## src/rtl/ram_arbiter.sv

```systemverilog
// ram_arbiter: two-requester round-robin arbiter in front of a single shared RAM port.
// Requester 0 is the CPU and requester 1 the loader/DMA. A grant latches the winning
// request into local registers, so the RAM sees a stable request even if the requester
// changes or drops its inputs. A 16-bit wait counter forces completion with ERR_DATA
// when the RAM does not answer within TIMEOUT cycles.
module ram_arbiter #(
    parameter int unsigned TIMEOUT  = 255,
    parameter logic [31:0] ERR_DATA = 32'hDEADBEEF
) (
    input  logic        clk,
    input  logic        reset,

    input  logic        m0_valid,
    input  logic [31:0] m0_addr,
    input  logic [31:0] m0_wdata,
    input  logic [3:0]  m0_wstrb,
    output logic        m0_ready,
    output logic [31:0] m0_rdata,

    input  logic        m1_valid,
    input  logic [31:0] m1_addr,
    input  logic [31:0] m1_wdata,
    input  logic [3:0]  m1_wstrb,
    output logic        m1_ready,
    output logic [31:0] m1_rdata,

    output logic        ram_valid,
    output logic [31:0] ram_addr,
    output logic [31:0] ram_wdata,
    output logic [3:0]  ram_wstrb,
    input  logic        ram_ready,
    input  logic [31:0] ram_rdata,

    output logic        err,
    output logic        err_src
);

    typedef enum logic [1:0] {
        IDLE = 2'd0,
        GNT0 = 2'd1,
        GNT1 = 2'd2
    } state_t;

    // Last value of the wait counter before the access is forced to complete.
    localparam logic [15:0] WAIT_LAST = 16'(TIMEOUT - 1);

    state_t      state_q;
    state_t      state_d;

    // Requester served by the most recent completion; 1 so requester 0 wins the first tie.
    logic        last_q;

    logic [15:0] wait_q;

    logic [31:0] req_addr_q;
    logic [31:0] req_wdata_q;
    logic [3:0]  req_wstrb_q;

    logic [31:0] held0_q;
    logic [31:0] held1_q;

    logic        err_q;
    logic        err_src_q;

    // Completion decode for the current cycle.
    logic        done;
    logic        timed_out;
    logic [31:0] resp_data;
    logic        grant_now;

    // Next-state logic plus the combinational response path to the requesters.
    always_comb begin
        // NOTE: every signal written here gets a default first, so no path can leave
        // one unassigned and infer a latch.
        state_d   = state_q;
        ram_valid = 1'b0;
        done      = 1'b0;
        timed_out = 1'b0;

        case (state_q)
            IDLE: begin
                if (m0_valid && m1_valid) begin
                    // Tie: serve whichever requester did not complete last.
                    state_d = last_q ? GNT0 : GNT1;
                end else if (m0_valid) begin
                    state_d = GNT0;
                end else if (m1_valid) begin
                    state_d = GNT1;
                end
            end

            GNT0, GNT1: begin
                ram_valid = 1'b1;
                if (ram_ready) begin
                    // A RAM answer wins over a timeout landing in the same cycle.
                    done = 1'b1;
                end else if (wait_q == WAIT_LAST) begin
                    done      = 1'b1;
                    timed_out = 1'b1;
                end
                if (done) begin
                    state_d = IDLE;
                end
            end

            default: begin
                state_d = IDLE;
            end
        endcase

        m0_ready  = done && (state_q == GNT0);
        m1_ready  = done && (state_q == GNT1);
        resp_data = timed_out ? ERR_DATA : ram_rdata;

        // Reset is synchronous, so the state register may still hold a grant during the
        // reset cycle; the request and strobes are suppressed so the access is abandoned.
        if (reset) begin
            ram_valid = 1'b0;
            m0_ready  = 1'b0;
            m1_ready  = 1'b0;
        end

        m0_rdata  = m0_ready ? resp_data : held0_q;
        m1_rdata  = m1_ready ? resp_data : held1_q;
        grant_now = (state_q == IDLE) && (state_d != IDLE);
    end

    // State register and round-robin last-grant tracking.
    always_ff @(posedge clk) begin
        // NOTE: sequential state uses non-blocking assignments so every register
        // samples the pre-edge values regardless of statement order.
        if (reset) begin
            state_q <= IDLE;
            last_q  <= 1'b1;
        end else begin
            state_q <= state_d;
            if (done) begin
                last_q <= (state_q == GNT1);
            end
        end
    end

    // Wait counter: cleared on grant, advanced each granted cycle without an answer.
    always_ff @(posedge clk) begin
        if (reset) begin
            wait_q <= 16'd0;
        end else if (grant_now) begin
            wait_q <= 16'd0;
        end else if (ram_valid && !done) begin
            wait_q <= wait_q + 16'd1;
        end
    end

    // Request registers: capture the winner's request on the grant edge only.
    always_ff @(posedge clk) begin
        if (reset) begin
            req_addr_q  <= 32'd0;
            req_wdata_q <= 32'd0;
            req_wstrb_q <= 4'd0;
        end else if (grant_now) begin
            if (state_d == GNT0) begin
                req_addr_q  <= m0_addr;
                req_wdata_q <= m0_wdata;
                req_wstrb_q <= m0_wstrb;
            end else begin
                req_addr_q  <= m1_addr;
                req_wdata_q <= m1_wdata;
                req_wstrb_q <= m1_wstrb;
            end
        end
    end

    // Held read data: each requester keeps the last value delivered to it.
    always_ff @(posedge clk) begin
        if (reset) begin
            held0_q <= 32'd0;
            held1_q <= 32'd0;
        end else begin
            if (m0_ready) begin
                held0_q <= resp_data;
            end
            if (m1_ready) begin
                held1_q <= resp_data;
            end
        end
    end

    // Sticky timeout flag and the requester that timed out most recently.
    always_ff @(posedge clk) begin
        if (reset) begin
            err_q     <= 1'b0;
            err_src_q <= 1'b0;
        end else if (timed_out) begin
            err_q     <= 1'b1;
            err_src_q <= (state_q == GNT1);
        end
    end

    assign ram_addr  = req_addr_q;
    assign ram_wdata = req_wdata_q;
    assign ram_wstrb = req_wstrb_q;
    assign err       = err_q;
    assign err_src   = err_src_q;

endmodule

```

## config.mk

```make
export PLATFORM = sky130hd
export DESIGN_NAME = ram_arbiter
export DESIGN_NICKNAME = d
export VERILOG_FILES = /design/src/rtl/ram_arbiter.sv
export SDC_FILE = /design/constraint.sdc
export NUM_CORES = 1
export LEC_CHECK = 0
export BUFFER_PORTS_ARGS = -buffer_cell sky130_fd_sc_hd__buf_4
export CORE_ASPECT_RATIO = 0.8
export CORE_MARGIN = 1.5
export CORE_UTILIZATION = 52
export CTS_CLUSTER_SIZE = 20
export DETAILED_ROUTE_END_ITERATION = 8
export PLACE_DENSITY = 0.86
export SLEW_MARGIN = 20
export SYNTH_ARGS = -nofsm -noshare
export SYNTH_HDL_FRONTEND = slang
export SYNTH_SLANG_ARGS = --single-unit
export TNS_END_PERCENT = 100
```

## constraint.sdc

```tcl
create_clock -name clk -period 6.4 [get_ports clk]
set_clock_uncertainty 0.15 [all_clocks]
set_input_delay 0.32 -clock clk [delete_from_list [all_inputs] [get_ports clk]]
set_output_delay 0.32 -clock clk [all_outputs]
set_load 0.02 [all_outputs]
```

; ---- Yosys cells after proc, flatten, opt, wreduce, memory -nomap -nowiden
; Cells that the tools add are included.
[totals]
elab_cells = 47
output_inout_bits = 137
ff_bits = 153
[op_classes]
n_reduce_logical = 10
add_sub_neg = 1
n_mux = 22
n_eq_ne = 4
[ops]
columns = op, n
row1 = 2-to-1 mux 32 bit, 5
row2 = adder 16 x 1 -> 16 bit (second input constant), 1
row3 = == test 16 x 8 -> 1 bit (second input constant), 1
row4 = 2-to-1 mux 1 bit, 10
row5 = 2-to-1 mux 2 bit, 5
row6 = logical AND 1 bit, 5
row7 = == test 2 x 1 -> 1 bit (second input constant), 2
row8 = 2-to-1 mux 4 bit, 1
row9 = case mux 2 bit (2 select lines), 1
row10 = OR reduction 2 bit, 2
row11 = == test 2 bit (second input constant), 1
row12 = logical NOT 2 bit, 1
row13 = nonzero test 2 bit, 1
row14 = logical NOT 1 bit, 1

; ---- Depth between registers and ports, before layout
; Gate-level depths: netlist (run 1).
[depth]
depth_word = 9
mapped_depth = 11
mapped_depth_nobuf = 8

; ---- Worst setup path before layout (run 1)
; Ideal clock, no wire load.
[synth_path]
path_type = register to output
from = register state_q[0]
to = output m1_rdata[31]
path_stages_with_launch = 8
t_required_ns = 5.930
slack_ns = 3.668
n_path_buf = 1
t_arrival_ns = 2.262
path_cell_list = dfxtp_1 > inv_1 > ha_1 > nor2b_1 > o211ai_4 > inv_2 > clkbuf_1 > a21oi_1
[synth_between]
elab_chain_len = 6
word_cells_on_any_way = 9
classes_between = eq/ne (2) / mux (5) / reduce/logical (2)
[synth_lines]
columns = item, line
row1 = "start, declared", 47  ; state_t state_q;
row2 = "start signal, assigned", 136  ; state_q <= state_d;
row3 = == test 2 x 1 -> 1 bit or == test 2 bit (tied branches), "80, 112"
row4 = OR reduction 2 bit, 80  ; case (state_q)
row5 = 2-to-1 mux 1 bit, 80
row6 = logical AND 1 bit *, 112  ; m1_ready = done && (state_q == GNT1);
row7 = 2-to-1 mux 1 bit *, 117  ; if (reset) begin
row8 = net m1_ready, 24  ; output logic m1_ready,
row9 = 2-to-1 mux 32 bit *, n/a
row10 = "end, declared", 25  ; output logic [31:0] m1_rdata,
; Mark *: on every way through the listed nets, which the timed path passes. The rest lies on a longest branch.

; ---- Worst setup path after layout (run 1)
[layout_path]
from = register wait_q[11]
to = output m0_rdata[3]
[layout_between]
elab_chain_len = 8
word_cells_on_any_way = 11
classes_between = eq/ne (1) / mux (9) / reduce/logical (1)
[layout_lines]
columns = item, line
row1 = "start, declared", 53  ; logic [15:0] wait_q;
row2 = "start signal, assigned", 150  ; wait_q <= wait_q + 16'd1;
row3 = == test 16 x 8 -> 1 bit *, 97  ; end else if (wait_q == WAIT_LAST) begin
row4 = 2-to-1 mux 1 bit *, 97
row5 = 2-to-1 mux 1 bit, 94  ; if (ram_ready) begin
row6 = 2-to-1 mux 1 bit (2 in series), 80
row7 = logical AND 1 bit, 111  ; m0_ready = done && (state_q == GNT0);
row8 = 2-to-1 mux 1 bit, 117
row9 = 2-to-1 mux 32 bit *, n/a
row10 = "end, declared", 18  ; output logic [31:0] m0_rdata,
; Every way passes the cells marked *; elsewhere a longest branch is shown, timed or not. The select of a mux whose other input is x is not followed.

==> impl_metrics.yaml, run 1 <==
clock_tree:
  numCtsBuffers: 17
  cts_tree: "built"
  ctsLongestPathBuffers: 2
  ctsHoldBuffers: 0
  cts_resized: 0
  cts.repair_timing.setup_buffer_count: 0
  clkSinkCount: 153
  clk_pin_slew_worst_paths_ns: 0.07
  clk-insertion-delay-late_ns: 0.42
  root_buffer: "sky130_fd_sc_hd__clkbuf_16"
  htree_levels: 4
yosys:
  synth_nets: 1061
  synthesis.area_sq_um: 7310
  proportion_of_synthesized_chip_area_in_sequential_cells: 0.419
  synth_enable_flop_cells: 0
  synth.top_cells.by_area: "sky130_fd_sc_hd__dfxtp_1 (42%), sky130_fd_sc_hd__a21oi_1 (9.2%), sky130_fd_sc_hd__a311oi_1 (8.1%)"
  netlist-cell-type-count: 46
  syn_area_per_cell_sq_um: 8.29
  syn_inst: 882
  ys.warnings.count: 0
  post_synth_top_area_share: 0.419
  synthDominantAreaCellType: "sky130_fd_sc_hd__dfxtp_1"
  ys_async_sr_fraction: 0
  postSynthRegisterBits: 153
  synthFlopType: "sky130_fd_sc_hd__dfxtp_1"
timing:
  slew_headroom: 0.312
  finalCritPeriodShare: 0.579
  final_period_minus_worst_setup_slack_ns: 3.71
  report.final.slew_viol_count: 0
  worst_margin_pin_slew_ns: 1.03
  final_setup_violation_count: 0
  clock.fmax_ghz: 0.270
  grt_setup_unrepaired: "false"
  setup_total_negative_slack_ns: 0
  final_hold_viol_count: 0
  post-route-worst-setup-slack_ns: 2.69
route:
  drt_first_pass_iters: 5
  num_vias: 7993
  drcViolationCount: 0
  post_detailed_route_count_of_antenna_violating_nets: 0
  vias_per_cell: 6.12
  dr.first_iter.drc_count: 766
  wl_mm: 23.4
  wl_per_cell_um: 18.0
die:
  rows: 38
  core_area_sq_um: 13600
  fp.dieW_um: 136
  die_y_um: 109
  initial_core_util: 0.536
  boundaryPins: 310
  die_area_sq_um: 14800
power_and_ir_drop:
  powerDensity_nw_per_um2: 311
  power.ir.vdd_worst_mv: 0.209
  leakage_component_of_the_power_nw: 4.11
critical_path:
  timing.critical_path.slowest_cell_delay_ns: 0.86
  cp_max_fo: 26
  critical_path_arrival_ns: 3.24
  setup.worst_path.start_class: "flip-flop"
  timing.critical_path.slowest_stage_cell: "sky130_fd_sc_hd__and2_1"
  required_ns: 5.93
  crit_chain: "nor4_1, and4_4, and2_1, nor2_1, a21oi_1, buf_4"
  crit_end_element: "output pin"
  timing.setup.critical_path_class: "reg2out"
  worst-path-buf-inv: 1
  cp_top_family: "simple AND/OR/NAND/NOR gates"
global_routing:
  number_of_global_route_vias_before_repair: 6857
  grt_usage: 0.298
  grt_first_pass_wirelength_mm: 35.5
  globalRouteOverflowTotal: 0
  antenna_found_initial: 0
  grt_max_degree: 101
cells_and_area:
  post_route_cells_drive_above_1_share: 0.328
  area_growth_pct: 38.0
  final_net_count: 1291
  diodes: 0
  filler_cell_count: 1015
placed_design:
  io_buffer_count: 309
  final_replace_weighted_congestion: 0.838
  post-dp-hpwl_mm: 15.3
  preCtsSetupSlack_ns: 2.94
run_status:
  run_status: "finished clean"
hold_path:
  timing.hold.worst.class: "in2reg"
run:
  cap_violations: 0
-- area by class of cell --
class	instances	area, sq um	share of cell area
flip-flops and latches	153	3060	0.304
clock buffers	17	425	0.0422
repair buffers	320	2400	0.238
multi-input cells	613	3770	0.374
clock inverters	15	179	0.0177
well taps	180	225	0.0223
inverters	7	26.3	0.00260
-- worst register-to-register path, stage by stage, from the launching register on --
cell                       delay (ns)
sky130_fd_sc_hd__dfxtp_1         0.39
sky130_fd_sc_hd__inv_1           0.17
sky130_fd_sc_hd__ha_4            0.29
sky130_fd_sc_hd__nand2b_1        0.51
sky130_fd_sc_hd__a211o_1         0.24
sky130_fd_sc_hd__o221a_2         0.51
sky130_fd_sc_hd__buf_4           0.54
sky130_fd_sc_hd__o22ai_1         0.22
sky130_fd_sc_hd__a311oi_1        0.36
-- logic make-up after synthesis --
kind of cell               after synthesis  share of synthesized area
DFF                                    153                      0.419
adders and majority gates                6                     0.0103
buffers and inverters                  116                     0.0734
muxes                                    1                    0.00137
AOI/OAI and AO/OA                      333                      0.303
and+or+nand+nor                        259                      0.176
xor gates and xnor gates                14                     0.0168
-- report_power, final --
| group | total [mW] | leakage [nW] | internal, mW | switching (mW) |
|---|---|---|---|---|
| sequential | 1.11 | 1.25 | 1.06 | 0.0551 |
| clock | 1.03 | 0.292 | 0.591 | 0.440 |
| combinational | 0.990 | 2.57 | 0.400 | 0.590 |
-- layer usage --
layer,part of all wire,up-vias,wire length [um],GRT usage
met2,0.47,406,10900,0.462
met4,0.034,0,792,0.120
li1,-,3862,-,-
met1,0.42,3659,9770,0.402
met3,0.083,66,1940,0.0679
met5,0,-,0,0
-- cells in the mapped netlist (12+ instances only) --
master and instances:
sky130_fd_sc_hd__dfxtp_1 153, sky130_fd_sc_hd__a21oi_1 134, sky130_fd_sc_hd__nor2_1 92, sky130_fd_sc_hd__nand4_1 73, sky130_fd_sc_hd__a311oi_1 68, sky130_fd_sc_hd__o22ai_1 68
sky130_fd_sc_hd__clkbuf_1 67, sky130_fd_sc_hd__a211oi_1 49, sky130_fd_sc_hd__nand2_1 44, sky130_fd_sc_hd__buf_2 30, sky130_fd_sc_hd__nand3_1 21, sky130_fd_sc_hd__xnor2_1 12
-- path summary, 6_finish.rpt --
check                                from                   endpoint  slack [ns]  cells after the start
setup / recovery  wait_q[11]$_SDFFE_PP0P_                m0_rdata[3]        2.69                      6
hold / removal                 m0_addr[0]   ram_addr[0]$_SDFFE_PP0P_        0.03                      3
setup reg to reg    state_q[0]$_SDFF_PP0_  ram_addr[30]$_SDFFE_PP0P_        2.92                      8
hold reg to reg      err_src$_SDFFE_PP0P_       err_src$_SDFFE_PP0P_        0.30                      2
-- state kept, by name (all words and copies together) (netlist names) --
name and cells:
held0_q 32, held1_q 32, ram_addr 32, ram_wdata 32, wait_q 16, ram_wstrb 4
state_q 2, err 1, err_src 1, last_q 1
-- cells in the final DEF, fill, tap and decap left out, types with 12 or more instances in the layout --
master,Yosys,final
sky130_fd_sc_hd__xnor2_1,12,12
sky130_fd_sc_hd__nand2_1,44,43
sky130_fd_sc_hd__a21oi_1,134,134
sky130_fd_sc_hd__o22ai_1,68,68
sky130_fd_sc_hd__nor2_1,92,92
sky130_fd_sc_hd__clkbuf_16,0,17
sky130_fd_sc_hd__dfxtp_1,153,153
sky130_fd_sc_hd__buf_4,7,320
sky130_fd_sc_hd__a311oi_1,68,68
sky130_fd_sc_hd__nand4_1,73,73
sky130_fd_sc_hd__nand3_1,21,21
sky130_fd_sc_hd__a211oi_1,49,49
-- metrics by stage --
stage                     hold slack (ns)  power [mW]   util  cell area [sq um]  cells
after floorplan                     0.294        1.75      -               7310    882
after global placement              0.290        2.09  0.695               9490   1273
after detailed placement            0.297        2.11  0.695               9490   1273
after CTS                          0.0252        3.14  0.740              10100   1305
after global routing               0.0313        3.27  0.740              10100   1305
final                              0.0286        3.13  0.740              10100   1305
(Power assumes the default switching activity.)
==> run 2, diff against run 1 <==
Settings changed: CORE_UTILIZATION 52 to 44, PLACE_DENSITY 0.86 to 0.77.
Clock period 6.4 ns to 3.1 ns, I/O delays scaled along.
==> impl_metrics.yaml, run 2 (synthesized netlist as in run 1, its figures left out) <==
run_status:
  run_status: "finished clean"
clock_tree:
  cts_tree: "built"
  clk-insertion-delay-late_ns: 0.42
  ctsLongestPathBuffers: 2
  root_buffer: "sky130_fd_sc_hd__clkbuf_16"
  clkSinkCount: 153
  htree_levels: 4
  clk_pin_slew_worst_paths_ns: 0.07
  cts.repair_timing.setup_buffer_count: 0
  numCtsBuffers: 17
die:
  die_y_um: 118
  initial_core_util: 0.457
  core_area_sq_um: 16000
  boundaryPins: 310
  rows: 41
  fp.dieW_um: 147
  die_area_sq_um: 17400
timing:
  final_setup_violation_count: 0
  final_hold_viol_count: 0
  grt_setup_unrepaired: "false"
  post-route-worst-setup-slack_ns: 0.156
  finalHoldWorstSlack_ns: 0.0202
  setup_total_negative_slack_ns: 0
  clock.fmax_ghz: 0.340
  worst_margin_pin_slew_ns: 1.06
  report.final.slew_viol_count: 0
  final_period_minus_worst_setup_slack_ns: 2.94
  slew_headroom: 0.293
  finalCritPeriodShare: 0.950
route:
  wl_per_cell_um: 18.8
  dr.first_iter.drc_count: 928
  drcViolationCount: 0
  post_detailed_route_count_of_antenna_violating_nets: 0
  drt_first_pass_iters: 5
  vias_per_cell: 5.99
  wl_mm: 28.5
  num_vias: 9095
placed_design:
  preCtsSetupSlack_ns: 0.368
  final_replace_weighted_congestion: 0.833
  post-dp-hpwl_mm: 15.5
  io_buffer_count: 309
global_routing:
  grt_first_pass_wirelength_mm: 44.7
  globalRouteOverflowTotal: 0
  grt_max_degree: 100
  grt_usage: 0.314
  number_of_global_route_vias_before_repair: 8644
  antenna_found_initial: 1
cells_and_area:
  area_growth_pct: 63.8
  mostFrequentLayoutCells: "sky130_fd_sc_hd__buf_4 (320), sky130_fd_sc_hd__dlygate4sd3_1 (167), sky130_fd_sc_hd__dfxtp_1 (153)"
  layout_commonest_cell: "sky130_fd_sc_hd__buf_4"
  post-route-util: 0.748
  final_net_count: 1468
  post_route_cells_drive_above_1_share: 0.291
power_and_ir_drop:
  power_frac_clock: 0.303
  combPwrFrac: 0.351
  leakage_component_of_the_power_nw: 4.87
  powerDensity_nw_per_um2: 558
  power_frac_seq: 0.346
  p_int_mw: 4.32
  power.ir.vdd_worst_mv: 0.435
  netSwitchingPower_mw: 2.36
  switching_share: 0.353
critical_path:
  crit_end_element: "output pin"
  cp_max_fo: 37
  setup.worst_path.start_class: "flip-flop"
  cp_top_family: "buffers and inverters"
  required_ns: 2.79
  crit_chain: "inv_1, ha_1, and3b_4, and4_4, o211ai_4, inv_4, buf_12, nor2_1, a21oi_1, buf_4"
  timing.critical_path.slowest_cell_delay_ns: 0.40
  timing.critical_path.slowest_stage_cell: "sky130_fd_sc_hd__dfxtp_1"
  worst-path-buf-inv: 4
  critical_path_arrival_ns: 2.64
  timing.setup.critical_path_class: "reg2out"
hold_path:
  timing.hold.worst.class: "in2reg"
run:
  cap_violations: 0
==> run 2: cell types whose count changed in the layout (fill, tap and decap cells not counted), sizes merged, moves of 2 or more <==
cell | before | now
inv | 16 | 12
clkinvlp | 2 | 4
clkinv | 2 | 5
buf | 320 | 330
dlygate4sd3 | 0 | 167
==> run 2: cell type report <==
type	instances	area, sq um
fill	1121	4030
tap	215	269
multi-input combinational	613	3770
antenna	1	2.50
inverter	7	28.8
clock buffer	17	425
sequential	153	3060
timing repair buffer	497	4270
clock inverter	15	143
==> run 2: worst min-delay path: cells and delay by family <==
| family | cells | cell delay (ns) |
|---|---|---|
| compound gates | 1 | 0.22 |
| simple gates | 1 | 0.09 |
| buf+inv | 1 | 0.08 |
==> run 2: through the flow <==
| step | cell area [sq um] | cells | power [mW] |
|---|---|---|---|
| 2_1_floorplan | 7310 | 882 | 3.62 |
| 3_3_place_gp | 9730 | 1318 | 4.40 |
| 3_5_place_dp | 9730 | 1318 | 4.41 |
| 4_1_cts | 12000 | 1517 | 6.59 |
| 5_1_grt | 12000 | 1518 | 6.93 |
| 6_report | 12000 | 1518 | 6.68 |
==> run 2: path summary, 6_finish.rpt <==
path                                              from                   endpoint  slack (ns)  depth (start not counted)
worst max-delay path            wait_q[0]$_SDFFE_PP0P_               m1_rdata[15]        0.16                         10
worst min-delay path                      ram_rdata[7]      held0_q[7]$_SDFF_PP0_        0.02                          3
worst max register to register   state_q[0]$_SDFF_PP0_  ram_addr[30]$_SDFFE_PP0P_        0.22                          8
worst min register to register    err_src$_SDFFE_PP0P_       err_src$_SDFFE_PP0P_        0.31                          2
==> run 2: power groups by stage <==
| stage | Clock, mW | Combinational (mW) | Sequential [mW] |
|---|---|---|---|
| after global routing | 2.13 | 2.47 | 2.33 |
| final | 2.02 | 2.34 | 2.31 |
| after detailed placement | 0 | 2.08 | 2.34 |
| after floorplan | 0 | 1.07 | 2.55 |
| after global placement | 0 | 2.06 | 2.33 |
| after CTS | 2.04 | 2.25 | 2.30 |
==> run 2: routing by layer <==
layer,global-route usage,share of wire,routed length [um],vias up
met3,0.0703,0.085,2420,128
li1,-,-,-,4224
met1,0.376,0.39,11200,4183
met2,0.517,0.47,13400,560
met4,0.181,0.053,1520,0
met5,0,0,0,-
==> run 2: what timing repair did <==
action,CTS,global route
hold buffers,167,0
gates resized for setup,0,2
hold endpoints to repair,122,0
endpoints found under the setup margin,0,21
